### src/rtl/lighting_pkg.sv
// +--------------------------------------------------------------------+
// | lighting_pkg: shared zone state encoding, defaults, RR search      |
// | Rev 1.0                                                             |
// +--------------------------------------------------------------------+
`default_nettype none

package lighting_pkg;

    typedef enum logic [1:0] {
        IDLE = 2'b00,
        WAIT = 2'b01,
        ON   = 2'b10,
        OVR  = 2'b11
    } zone_state_t;

    localparam int DEF_HOLD_CYCLES = 16;
    localparam int DEF_MAX_ON      = 2;
    localparam int MAX_ZONES       = 8;
    localparam int PTR_W           = 3;

    // Returns {found, index} of the first set bit at or after ptr, wrapping modulo n.
    function automatic logic [PTR_W:0] rr_first(
        input logic [MAX_ZONES-1:0] req,
        input logic [PTR_W-1:0]     ptr,
        input int                   n
    );
        logic [PTR_W:0] res;
        int             idx;
        res = '0;
        for (int i = MAX_ZONES - 1; i >= 0; i--) begin
            idx = (int'(ptr) + i) % n;
            if (i < n && req[idx]) begin
                res = {1'b1, PTR_W'(idx)};
            end
        end
        return res;
    endfunction

endpackage

`default_nettype wire

### src/rtl/lighting_zone_timer.sv
// +--------------------------------------------------------------------+
// | lighting_zone_timer: per-zone hold countdown, expired at zero       |
// | Rev 1.0                                                             |
// +--------------------------------------------------------------------+
`default_nettype none

module lighting_zone_timer #(
    parameter int TIMER_W     = 8,
    parameter int HOLD_CYCLES = 16
) (
    input  logic clk,
    input  logic reset,
    input  logic load,
    input  logic dec,
    output logic expired
);

    logic [TIMER_W-1:0] r_count;

    always_ff @(posedge clk or posedge reset) begin
        if (reset) begin
            r_count <= '0;
        end else if (load) begin
            r_count <= TIMER_W'(HOLD_CYCLES - 1);
        end else if (dec && r_count != '0) begin
            r_count <= r_count - TIMER_W'(1);
        end
    end

    assign expired = (r_count == '0);

endmodule

`default_nettype wire

### src/rtl/lighting_zone_arbiter.sv
// +--------------------------------------------------------------------+
// | lighting_zone_arbiter: occupancy lighting with shared lamp budget, |
// | round-robin slot grants; LIGHT_STARVE_FLAG_EN adds starve_flag.    |
// | Rev 1.0                                                             |
// +--------------------------------------------------------------------+
`default_nettype none

module lighting_zone_arbiter
    import lighting_pkg::*;
#(
    parameter int NUM_ZONES   = 4,
    parameter int MAX_ON      = DEF_MAX_ON,
    parameter int HOLD_CYCLES = DEF_HOLD_CYCLES,
    parameter int TIMER_W     = 8
`ifdef LIGHT_STARVE_FLAG_EN
    ,
    parameter int STARVE_CYCLES = 64
`endif
) (
    input  logic                             clk,
    input  logic                             reset,
    input  logic [NUM_ZONES-1:0]             motion_detected,
    input  logic [NUM_ZONES-1:0]             manual_override,
    output logic [NUM_ZONES-1:0]             light_on,
    output logic [NUM_ZONES-1:0]             zone_waiting,
`ifdef LIGHT_STARVE_FLAG_EN
    output logic [NUM_ZONES-1:0]             starve_flag,
`endif
    output logic [$clog2(NUM_ZONES+1)-1:0]   active_count
);

    localparam int CNT_W = $clog2(NUM_ZONES + 1);

    zone_state_t            r_state  [NUM_ZONES];
    zone_state_t            w_state_nxt [NUM_ZONES];
    logic [PTR_W-1:0]       r_rr_ptr;
    logic [PTR_W-1:0]       w_rr_ptr_nxt;
    logic [NUM_ZONES-1:0]   r_light_on;
    logic [NUM_ZONES-1:0]   r_zone_waiting;
    logic [CNT_W-1:0]       r_active_count;

    logic [NUM_ZONES-1:0]   w_cand;
    logic [MAX_ZONES-1:0]   w_req8;
    logic [PTR_W:0]         w_pick;
    logic                   w_grant_any;
    logic [NUM_ZONES-1:0]   w_grant;
    logic [NUM_ZONES-1:0]   w_load;
    logic [NUM_ZONES-1:0]   w_dec;
    logic [NUM_ZONES-1:0]   w_expired;
    logic [NUM_ZONES-1:0]   w_light_nxt;
    logic [NUM_ZONES-1:0]   w_wait_nxt;
    logic [CNT_W-1:0]       w_count_nxt;

    always_comb begin
        w_cand       = '0;
        w_req8       = '0;
        w_grant      = '0;
        w_load       = '0;
        w_dec        = '0;
        w_light_nxt  = '0;
        w_wait_nxt   = '0;
        w_count_nxt  = '0;
        w_rr_ptr_nxt = r_rr_ptr;

        for (int z = 0; z < NUM_ZONES; z++) begin
            w_cand[z] = !manual_override[z] &&
                        (r_state[z] == WAIT || (r_state[z] == IDLE && motion_detected[z]));
            w_req8[z] = w_cand[z];
        end

        // Budget test uses the registered count, so a freed slot is reusable one edge later.
        w_pick      = rr_first(w_req8, r_rr_ptr, NUM_ZONES);
        w_grant_any = w_pick[PTR_W] && (r_active_count < CNT_W'(MAX_ON));
        if (w_grant_any) begin
            w_rr_ptr_nxt = (int'(w_pick[PTR_W-1:0]) == NUM_ZONES - 1) ? '0
                                                                      : w_pick[PTR_W-1:0] + PTR_W'(1);
        end

        for (int z = 0; z < NUM_ZONES; z++) begin
            w_grant[z]     = w_grant_any && (w_pick[PTR_W-1:0] == PTR_W'(z));
            w_state_nxt[z] = r_state[z];
            if (manual_override[z]) begin
                w_state_nxt[z] = OVR;
            end else begin
                case (r_state[z])
                    IDLE: if (motion_detected[z]) w_state_nxt[z] = w_grant[z] ? ON : WAIT;
                    WAIT: if (w_grant[z]) w_state_nxt[z] = ON;
                    ON: begin
                        if (motion_detected[z]) begin
                            w_load[z] = 1'b1;
                        end else if (!w_expired[z]) begin
                            w_dec[z] = 1'b1;
                        end else begin
                            w_state_nxt[z] = IDLE;
                        end
                    end
                    default: w_state_nxt[z] = IDLE;
                endcase
                if (w_grant[z]) w_load[z] = 1'b1;
            end
            w_light_nxt[z] = (w_state_nxt[z] == ON) || (w_state_nxt[z] == OVR);
            w_wait_nxt[z]  = (w_state_nxt[z] == WAIT);
            if (w_state_nxt[z] == ON) w_count_nxt = w_count_nxt + CNT_W'(1);
        end
    end

    always_ff @(posedge clk or posedge reset) begin
        if (reset) begin
            for (int z = 0; z < NUM_ZONES; z++) r_state[z] <= IDLE;
            r_rr_ptr       <= '0;
            r_light_on     <= '0;
            r_zone_waiting <= '0;
            r_active_count <= '0;
        end else begin
            for (int z = 0; z < NUM_ZONES; z++) r_state[z] <= w_state_nxt[z];
            r_rr_ptr       <= w_rr_ptr_nxt;
            r_light_on     <= w_light_nxt;
            r_zone_waiting <= w_wait_nxt;
            r_active_count <= w_count_nxt;
        end
    end

    for (genvar g = 0; g < NUM_ZONES; g++) begin : g_zone
        lighting_zone_timer #(
            .TIMER_W     (TIMER_W),
            .HOLD_CYCLES (HOLD_CYCLES)
        ) u_timer (
            .clk     (clk),
            .reset   (reset),
            .load    (w_load[g]),
            .dec     (w_dec[g]),
            .expired (w_expired[g])
        );
    end

`ifdef LIGHT_STARVE_FLAG_EN
    localparam int SC_W = $clog2(STARVE_CYCLES + 1);

    logic [SC_W-1:0]      r_wait_cnt [NUM_ZONES];
    logic [SC_W-1:0]      w_wait_cnt_nxt [NUM_ZONES];
    logic [NUM_ZONES-1:0] r_starve;

    always_comb begin
        for (int z = 0; z < NUM_ZONES; z++) begin
            w_wait_cnt_nxt[z] = '0;
            if (r_state[z] == WAIT && w_state_nxt[z] == WAIT) begin
                w_wait_cnt_nxt[z] = (r_wait_cnt[z] >= SC_W'(STARVE_CYCLES)) ? r_wait_cnt[z]
                                                                            : r_wait_cnt[z] + SC_W'(1);
            end
        end
    end

    always_ff @(posedge clk or posedge reset) begin
        if (reset) begin
            for (int z = 0; z < NUM_ZONES; z++) r_wait_cnt[z] <= '0;
            r_starve <= '0;
        end else begin
            for (int z = 0; z < NUM_ZONES; z++) begin
                r_wait_cnt[z] <= w_wait_cnt_nxt[z];
                r_starve[z]   <= (w_state_nxt[z] == WAIT) &&
                                 (w_wait_cnt_nxt[z] >= SC_W'(STARVE_CYCLES));
            end
        end
    end

    assign starve_flag = r_starve;
`endif

    assign light_on     = r_light_on;
    assign zone_waiting = r_zone_waiting;
    assign active_count = r_active_count;

endmodule

`default_nettype wire

### config.mk
export PLATFORM = sky130hd
export DESIGN_NAME = lighting_zone_arbiter
export DESIGN_NICKNAME = d
export VERILOG_FILES = /design/src/rtl/lighting_pkg.sv /design/src/rtl/lighting_zone_timer.sv /design/src/rtl/lighting_zone_arbiter.sv
export SDC_FILE = /design/constraint.sdc
export NUM_CORES = 1
export LEC_CHECK = 0
export BUFFER_PORTS_ARGS = -buffer_cell sky130_fd_sc_hd__buf_2
export CAP_MARGIN = 20
export CORE_UTILIZATION = 65
export DETAILED_ROUTE_END_ITERATION = 16
export PLACE_DENSITY_LB_ADDON = 0.2
export SETUP_SLACK_MARGIN = 0.05
export SYNTH_ARGS = -nofsm -noshare
export SYNTH_HDL_FRONTEND = slang
export SYNTH_SLANG_ARGS = --single-unit
### constraint.sdc
create_clock -name clk -period 9 [get_ports clk]
set_input_delay 0.9 -clock clk [delete_from_list [all_inputs] [get_ports clk]]
set_output_delay 0.9 -clock clk [all_outputs]
set_load 0.01 [all_outputs]
# == Word level (Yosys, flattened, before mapping) ==
# Cells that the tools add are included.
# W data, S select, Z words.
# totals
out_inout_bits,11
inputBits,10
word_cells,192
regBits,53
# classes
n_reduce_logical,49
magnitude_cmp,5
n_eq_ne,24
n_bitwise,3
n_addsub,11
mux,88
# op_table
cell,n
$mux W8,8
$mux W2,25
$mux W1,40
$logic_not A8 Y1,4
$reduce_bool A8 Y1,4
$sub A8 B1 Y8 const B,4
$eq A2 B2 Y1 const B,12
$pmux W2 S3,4
$logic_and A1 B1 Y1,17
$eq A2 B1 Y1 const B,8
$mux W4,4
$lt A3 B5 Y1 const B,3
$add A3 B1 Y3 const B,3
$bmux W1 S3,3
$mux W3,3
$logic_not A2 Y1,4
$logic_or A1 B1 Y1,8
$reduce_bool A2 Y1,4
$eq A3 B2 Y1 const B,2
$reduce_or A2 Y1,3
$add A2 B1 Y2 const B,2
$add A2 B2 Y2 const B,2
$logic_not A1 Y1,4
$lt A2 B4 Y1 const B,1
6 further kinds,8

# == Logic depth before layout (Yosys ltp) ==
# Gate-level depths: netlist of the first run.
# logic_depth
word_depth,25
mapped_depth,14
ltp_nobuf,14

# == By module ==
# From an unflattened synthesis of the first run, not the netlist that was laid out.
# hier_totals
cells_unflattened,342
hier_area_um2,3258.1
# by_module_without_submodules
module,n_inst,area_each_um2,seq_area_each_um2,cells_per_inst
lighting_zone_timer,4,473.0,200.2,50
lighting_zone_arbiter,1,1366.3,525.5,142

# == Least setup slack after synthesis of the first run ==
# OpenSTA, ideal clock, no wires.
# synth_path
path_kind,input port to flip-flop
from,in motion_detected[2]
to,"reg r_active_count[1], in the netlist active_count[1]"
n_path_buf,0
required_ns,8.875
stages,11
setup_time_ns,0.125
slack_ns,5.492
arrival_ns,3.383
path_cell_list,o21bai_1 > or2_2 > o311ai_1 > ha_1 > nand2_1 > o22ai_1 > inv_1 > ha_1 > xnor2_1 > ha_1 > mux2_2
# synth_via
elab_chain_len,24
word_cells_on_any_way,59
cone_classes,add/sub: 3; eq/ne: 7; mux: 40; reduce/logical: 9
# synth_rtl
item,line_no,text
from (decl),lighting_zone_arbiter.sv:22,"input logic [NUM_ZONES-1:0] motion_detected,"
$logic_and A1 B1 Y1,lighting_zone_arbiter.sv:67,(r_state[z] == WAIT || (r_state[z] == IDLE && motion_detected[z]));
$logic_or A1 B1 Y1,lighting_zone_arbiter.sv:67,
$logic_and A1 B1 Y1,lighting_zone_arbiter.sv:66,w_cand[z] = !manual_override[z] &&
$bmux W1 S3,lighting_pkg.sv:32,if (i < n && req[idx]) begin
$mux W1 (implied by the code) (2 in a row),lighting_pkg.sv:32,
$mux W4 (4 in a row),lighting_pkg.sv:32,
$logic_not A3 Y1 / $logic_and A1 B1 Y1 (equally long branches),"lighting_zone_arbiter.sv:80, lighting_zone_arbiter.sv:73",
$logic_and A1 B1 Y1,lighting_zone_arbiter.sv:80,w_grant[z] = w_grant_any && (w_pick[PTR_W-1:0] == PTR_W'(z));
[5 not listed],n/a,
$mux W1,lighting_zone_arbiter.sv:103,if (w_state_nxt[z] == ON) w_count_nxt = w_count_nxt + CNT_W'(1);
$add A3 B1 Y3,lighting_zone_arbiter.sv:103,
$mux W3,lighting_zone_arbiter.sv:103,
$add A3 B1 Y3,lighting_zone_arbiter.sv:103,
$mux W3,lighting_zone_arbiter.sv:103,
$add A3 B1 Y3,lighting_zone_arbiter.sv:103,
$mux W3 (*),lighting_zone_arbiter.sv:103,
via w_count_nxt[1],lighting_zone_arbiter.sv:52,logic [CNT_W-1:0] w_count_nxt;
to (signal assigned),lighting_zone_arbiter.sv:119,r_active_count <= w_count_nxt;
to (decl),lighting_zone_arbiter.sv:40,logic [CNT_W-1:0] r_active_count;
# The timed path passes the listed nets; every way through them passes the cells marked *. The select of a mux whose other input is x is not followed.
# A chain may end at the register's enable or synchronous reset.

# == Worst setup path in the final report of the first run ==
# Ends and elaborated chain as after synthesis.

==> results of run 1 <==
## critical path, stage by stage
cell	delay (ns)
sky130_fd_sc_hd__buf_2	0.13
sky130_fd_sc_hd__o21bai_1	0.14
sky130_fd_sc_hd__or2_2	0.35
sky130_fd_sc_hd__o311ai_1	0.52
sky130_fd_sc_hd__ha_1	0.27
sky130_fd_sc_hd__nand2_1	0.14
sky130_fd_sc_hd__o22ai_1	0.24
sky130_fd_sc_hd__inv_1	0.07
sky130_fd_sc_hd__ha_1	0.33
sky130_fd_sc_hd__xnor2_1	0.26
sky130_fd_sc_hd__ha_1	0.27
sky130_fd_sc_hd__mux2_2	0.25
## kinds of logic (layout without fill, tap and decap cells)
group	count (synthesis)	in the layout	synth area share, %
muxes	5	5	1.80
and+or+nand+nor	113	113	21.9
DFF	53	53	44.3
AOI/OAI and AO/OA	59	59	15.3
xor gates and xnor gates	26	26	7.60
adders and majority gates	15	15	6.26
buffers and inverters	22	49	2.88
## state kept, by name, summed over array words and instances (netlist names)
name	count
g_zone.u_timer.r_count	32
r_state	8
active_count	3
light_on	4
r_rr_ptr	2
zone_waiting	4
## layer usage
metal / GRT usage [%] / up-vias / part of all wire, %
li1: - / 1102 / -
met1: 31.9 / 1075 / 46
met2: 42.1 / 29 / 50
met3: 4.33 / 6 / 2.8
met4: 8.22 / 0 / 1.2
met5: 0 / - / 0
## synthesized netlist by cell type, types with 5 or more instances
cell type	n	area (um2)
sky130_fd_sc_hd__dfrtp_1	53	1330
sky130_fd_sc_hd__nor2_1	35	131
sky130_fd_sc_hd__nand2_1	25	93.8
sky130_fd_sc_hd__inv_1	20	75.1
sky130_fd_sc_hd__ha_1	15	188
sky130_fd_sc_hd__xnor2_1	13	114
sky130_fd_sc_hd__xor2_1	13	114
sky130_fd_sc_hd__o31ai_1	9	67.6
sky130_fd_sc_hd__a21oi_1	6	30.0
sky130_fd_sc_hd__nand2b_1	6	37.5
sky130_fd_sc_hd__nand3b_1	5	37.5
sky130_fd_sc_hd__o211ai_1	5	37.5
sky130_fd_sc_hd__or3_1	5	31.3
## worst paths after layout
check / from / end / slack [ns] / cells after the start
worst max-delay path: motion_detected[2] / active_count[1] / 5.32 / 12
worst min-delay path: g_zone[3].u_timer.r_count[1] / g_zone[3].u_timer.r_count[1] / 0.53 / 1
worst max register to register: r_state[3] / active_count[1] / 5.54 / 11
worst min register to register: g_zone[3].u_timer.r_count[1] / g_zone[3].u_timer.r_count[1] / 0.53 / 1
max in group asynchronous: reset / g_zone[3].u_timer.r_count[5] / 7.88 / 3
min in group asynchronous: reset / g_zone[1].u_timer.r_count[5] / 0.60 / 2
## cell usage in the layout, fill, tap and decap left out, drive strengths merged, types with 2 or more instances in the layout
master,Yosys,routed
a31oi,3,3
nand2,25,25
nand3,4,4
nor3,3,3
o31a,3,3
buf,1,21
or3b,3,3
nand4,2,2
clkbuf,1,5
nor4,7,7
or3,5,5
or4,3,3
a21oi,6,6
o21ai,6,6
or2,2,2
mux2,3,3
o211ai,5,5
nand3b,5,5
o21a,2,2
o31ai,10,10
xor2,13,13
xnor2,13,13
nor2,35,35
nor4b,3,3
o311ai,4,4
nand2b,6,6
nor3b,4,4
mux2i,2,2
nor2b,2,2
o22ai,4,4
inv,20,21
ha,15,15
dfrtp,53,53
o21bai,6,6
## layout make-up
class	instances	area share (%)
Inverter	20	2.30
Tap cell	52	2.00
Clock inverter	3	0.652
Timing Repair Buffer	21	3.68
Sequential cell	53	40.7
Multi-Input combinational cell	218	48.6
Clock buffer	5	2.11
## report_power, final
group	switching (mW)	internal (mW)
combinational	0.101	0.0723
clock	0.0785	0.0553
sequential	0.0355	0.276
## per-stage QoR
| step | power (mW) | instance area, um2 | std cells |
|---|---|---|---|
| floorplan | 0.442 | 3000 | 293 |
| global placement | 0.479 | 3150 | 363 |
| detailed placement | 0.487 | 3150 | 363 |
| CTS | 0.622 | 3240 | 371 |
| global route | 0.661 | 3260 | 372 |
| finish | 0.619 | 3260 | 372 |
==> impl_metrics.py, run 1 <==
metrics = {
    "placed_design": {
        "portBuffers": 20,
        "globalplace.congestion": 0.827,
        "dp_slack_ns": 5.01,
        "hpwl_mm": 4.07,
    },
    "finish": {
        "fin_util_pct": 74.4,
        "areaGrowthSynthToFinish_pct": 8.81,
        "diodes": 0,
        "multiInputGateArea_um2": 1580,
        "area.sequential_um2": 1330,
        "nets": 344,
        "drive_gt1_share_pct": 15.3,
        "layout.filler_cells": 309,
    },
    "grt": {
        "globalRouteTotalUtil_pct": 24.7,
        "grt_max_degree": 54,
        "grt_pass1_wl_mm": 9.62,
        "total_congestion_overflow_after_global_routing": 0,
        "first_global_vias": 2163,
        "grt_antenna_before_repair": 0,
    },
    "logic_synthesis": {
        "synth-async-reset-ratio_pct": 100,
        "post_synth_inst_count": 293,
        "ys.warnings.count": 0,
        "synth_seq_cells": 53,
        "syn_area_um2": 3000,
        "syn-mean-instance-area_um2": 10.2,
        "synthDistinctLibCells": 57,
        "synthesis.nets": 318,
        "synth_ff_type": "sky130_fd_sc_hd__dfrtp_1",
        "synth_seq_area_share_pct": 44.3,
        "synth_edf_count": 0,
    },
    "timing": {
        "tightestPinTransition_ns": 0.878,
        "fin_worst_skew_ns": 0.00909,
        "finalHoldViolCount": 0,
        "finalWorstSetupSlack_ns": 5.32,
        "finalSetupViolations": 0,
        "grt_setup_unrepaired": "false",
        "timing.final.max_slew_violations": 0,
        "max_slew_margin_pct": 41.0,
        "final.min_clock_period_ns": 3.68,
        "fin_crit_sh_pct": 40.8,
        "holdWs_ns": 0.530,
        "max_freq_ghz": 0.272,
        "summed_negative_setup_slack_over_all_endpoints_ns": 0,
    },
    "worst_setup_path": {
        "timing.critical_path.arrival_ns": 3.88,
        "setup.worst_path.start_class": "input pin",
        "critical_path.max_fanout": 6,
        "timing.setup.critical_path_class": "input pin to flip-flop",
        "required_worst_endpoint_ns": 9.20,
        "critical_path.endpoint_type": "flip-flop",
    },
    "pwr": {
        "leakage_power_nw": 1.42,
        "vdd_ir_drop_max_mv": 0.128,
        "power_density_nw_per_um2": 190,
    },
    "drt": {
        "drc_violation_count_after_routing": 0,
        "detailed_route_iter0_violations": 126,
        "post_drt_wl_per_cell_um": 14.9,
        "drt_pass1_iterations": 4,
        "num_vias": 2212,
        "avgViaCountPerCell": 5.95,
        "number_of_antenna_violating_nets_in_the_routed_design": 0,
        "postRouteWirelength_mm": 5.53,
    },
    "clock_network": {
        "cts_tree": "done",
        "clock_net_sink_count": 53,
        "cts-htree-levels": 2,
        "cts_buffer_depth": 2,
        "cts.root.buffer_cell": "sky130_fd_sc_hd__clkbuf_8",
        "tritoncts.num_buffers": 5,
        "post_cts_resized": 0,
        "cts_post_setup_buffers_inserted": 0,
        "cts.hold.buffers_added": 0,
        "insertion_delay_to_the_later_sink_of_the_worst_skew_pair_ns": 0.31,
        "path_clk_slew_ns": 0.09,
    },
    "floorplan": {
        "die-height_um": 69.9,
        "row_count": 24,
        "die_x_um": 69.9,
        "die_area_um2": 4890,
        "initial_utilization_pct": 68.4,
        "number_of_top_level_pins": 21,
        "core_area_um2": 4380,
    },
    "status": {
        "run_status": "complete, no violations",
    },
    "worst_hold_path": {
        "hold_path_class": "flip-flop to flip-flop",
    },
    "job": {
        "cap_violations": 0,
    },
}
Note: power is estimated with default switching activity, not from simulation.
==> run 2, diff against run 1 <==
CORE_UTILIZATION = 54   (was 65)
clock period = 3.27 ns   (was 9 ns; I/O delays follow)
==> impl_metrics.py, run 2 (synthesis gave the netlist of run 1 again) <==
metrics = {
    "finish": {
        "most-common-layout-cells": "sky130_fd_sc_hd__dfrtp_1, sky130_fd_sc_hd__nor2_1, sky130_fd_sc_hd__nand2_1",
        "final_cell_area_um2": 3370,
        "diodes": 0,
        "largest_register_ff_count": 32,
        "layout.filler_cells": 445,
        "reg.largest.list": "g_zone.u_timer.r_count: 32 flops, r_state: 8 flops",
        "areaGrowthSynthToFinish_pct": 12.3,
        "drive_gt1_share_pct": 19.0,
        "fin_util_pct": 64.3,
        "largest_register": "g_zone.u_timer.r_count",
        "layout.cells.most_common": "sky130_fd_sc_hd__dfrtp_1",
        "post_layout_nonfiller_instances": 396,
        "nets": 350,
    },
    "grt": {
        "first_global_vias": 2160,
        "global_route.usage.met3_pct": 4.19,
        "grt_use_met1_pct": 27.6,
        "globalRouteMet2Util_pct": 33.1,
        "grt_antenna_before_repair": 0,
        "grt_pass1_wl_mm": 9.58,
        "global_route.peak_usage_layer": "met2",
        "globalRouteTotalUtil_pct": 20.5,
        "total_congestion_overflow_after_global_routing": 0,
        "grt_max_degree": 32,
    },
    "drt": {
        "drc_violation_count_after_routing": 0,
        "postRouteWirelength_mm": 5.40,
        "post_drt_wl_per_cell_um": 13.6,
        "avgViaCountPerCell": 5.52,
        "detailed_route_iter0_violations": 79,
        "num_vias": 2184,
        "drt_pass1_iterations": 4,
        "number_of_antenna_violating_nets_in_the_routed_design": 0,
    },
    "timing": {
        "timing.final.max_slew_violations": 0,
        "holdWs_ns": 0.0984,
        "finalSetupViolations": 0,
        "fin_worst_skew_ns": 0.00994,
        "fin_crit_sh_pct": 93.9,
        "max_slew_margin_pct": 40.1,
        "tightestPinTransition_ns": 0.891,
        "finalHoldViolCount": 0,
        "final.min_clock_period_ns": 3.07,
        "max_freq_ghz": 0.326,
    },
    "pwr": {
        "net-switching-power_uw": 589,
        "design_power_total_mw": 1.72,
        "power_density_nw_per_um2": 511,
        "vdd_ir_drop_max_mv": 0.243,
        "swShare_pct": 34.2,
        "power.sequential.fraction_pct": 50.0,
        "leakage_power_nw": 1.46,
        "clock_power_share_pct": 20.4,
        "power_frac_comb_pct": 29.6,
        "internal_power_consumption_mw": 1.13,
    },
    "worst_setup_path": {
        "critical_path_buf_inv_count": 1,
        "gate_family_responsible_for_the_most_delay_along_the_worst_path": "compound AO/OA/AOI/OAI gates",
        "critPathMaxStageDelay_ns": 0.40,
        "timing.critical_path.arrival_ns": 3.26,
        "setup.worst_path.start_class": "flip-flop",
        "critical_path.endpoint_type": "flip-flop",
        "critical_path.cell_chain": "o21bai_2 > nor3b_2 > o21a_1 > nor2_1 > o22ai_1 > ha_1 > nand2_1 > o22ai_1 > inv_1 > ha_1 > xnor2_2 > ha_1 > mux2_2",
        "critical_path.max_fanout": 7,
        "setup.worst_path.start": "r_state[7]",
        "timing.setup.critical_path_class": "flip-flop to flip-flop",
        "required_worst_endpoint_ns": 3.46,
        "timing.critical_path.slowest_stage_cell": "sky130_fd_sc_hd__dfrtp_1",
        "critical_path.reg2reg.startpoint": "r_state[7]",
        "timing.critical_path.mode_cell": "sky130_fd_sc_hd__ha_1",
    },
    "floorplan": {
        "number_of_top_level_pins": 21,
        "die-height_um": 76.5,
        "core_area_um2": 5240,
        "row_count": 26,
        "initial_utilization_pct": 57.2,
        "die_x_um": 76.5,
        "die_area_um2": 5850,
    },
    "clock_network": {
        "insertion_delay_to_the_later_sink_of_the_worst_skew_pair_ns": 0.31,
        "cts_buffer_depth": 2,
        "cts_tree": "done",
        "cts_post_setup_buffers_inserted": 0,
        "clock_net_sink_count": 53,
        "path_clk_slew_ns": 0.09,
        "cts-htree-levels": 2,
        "cts.hold.buffers_added": 0,
        "cts.root.buffer_cell": "sky130_fd_sc_hd__clkbuf_8",
        "tritoncts.num_buffers": 5,
    },
    "placed_design": {
        "portBuffers": 20,
        "placed_instances": 388,
        "globalplace.congestion": 0.880,
        "dpl-instance-area_um2": 3230,
        "hpwl_mm": 4.03,
    },
    "worst_hold_path": {
        "hold_path_class": "input pin to async pin",
    },
    "status": {
        "run_status": "complete, no violations",
    },
    "job": {
        "cap_violations": 0,
    },
}
run 2: layout make-up:
type	count	area [um2]	area share, %
clock buffers	6	72.6	2.16
flip-flops and latches	53	1330	39.4
clock inverters	2	10.0	0.297
repair buffers	27	153	4.54
well taps	70	87.6	2.60
inverters	20	75.1	2.23
multi-input cells	218	1640	48.8
run 2: metal layers:
metal	share of wire (%)	routed length, um
met5	0	0
met4	1.4	74
met3	2.6	142
met2	47	2530
met1	49	2660
run 2: power groups by stage:
stage,Sequential [mW],Combinational (mW),Clock [mW]
detailed placement,0.868,0.492,0
global placement,0.866,0.477,0
global route,0.878,0.575,0.396
finish,0.860,0.510,0.351
CTS,0.857,0.498,0.367
floorplan,0.857,0.359,0
run 2: stage by stage:
stage / setup slack (ns) / setup TNS [ns]
final: 0.199 / 0
after CTS: 0.0789 / 0
after global routing: -0.00175 / -0.00175
after detailed placement: 0.00891 / 0
after floorplan: 0.181 / 0
after global placement: 0.120 / 0
run 2: path summary, 6_finish.rpt:
path / endpoint / slack, ns / cells after the start
worst max-delay path: active_count[1] / 0.20 / 13
min in group clk: r_state[2] / 0.37 / 2
worst max register to register: active_count[1] / 0.20 / 13
max in group asynchronous: g_zone[3].u_timer.r_count[3] / 2.43 / 3
worst min register to register: g_zone[3].u_timer.r_count[1] / 0.52 / 1
worst min-delay path: g_zone[1].u_timer.r_count[5] / 0.1 / 2
run 2: what timing repair did:
action / 4_1_cts / 5_1_grt
hold endpoints to repair: 0 / 0
endpoints found under the setup margin: 1 / 2
resized for setup: 1 / 9
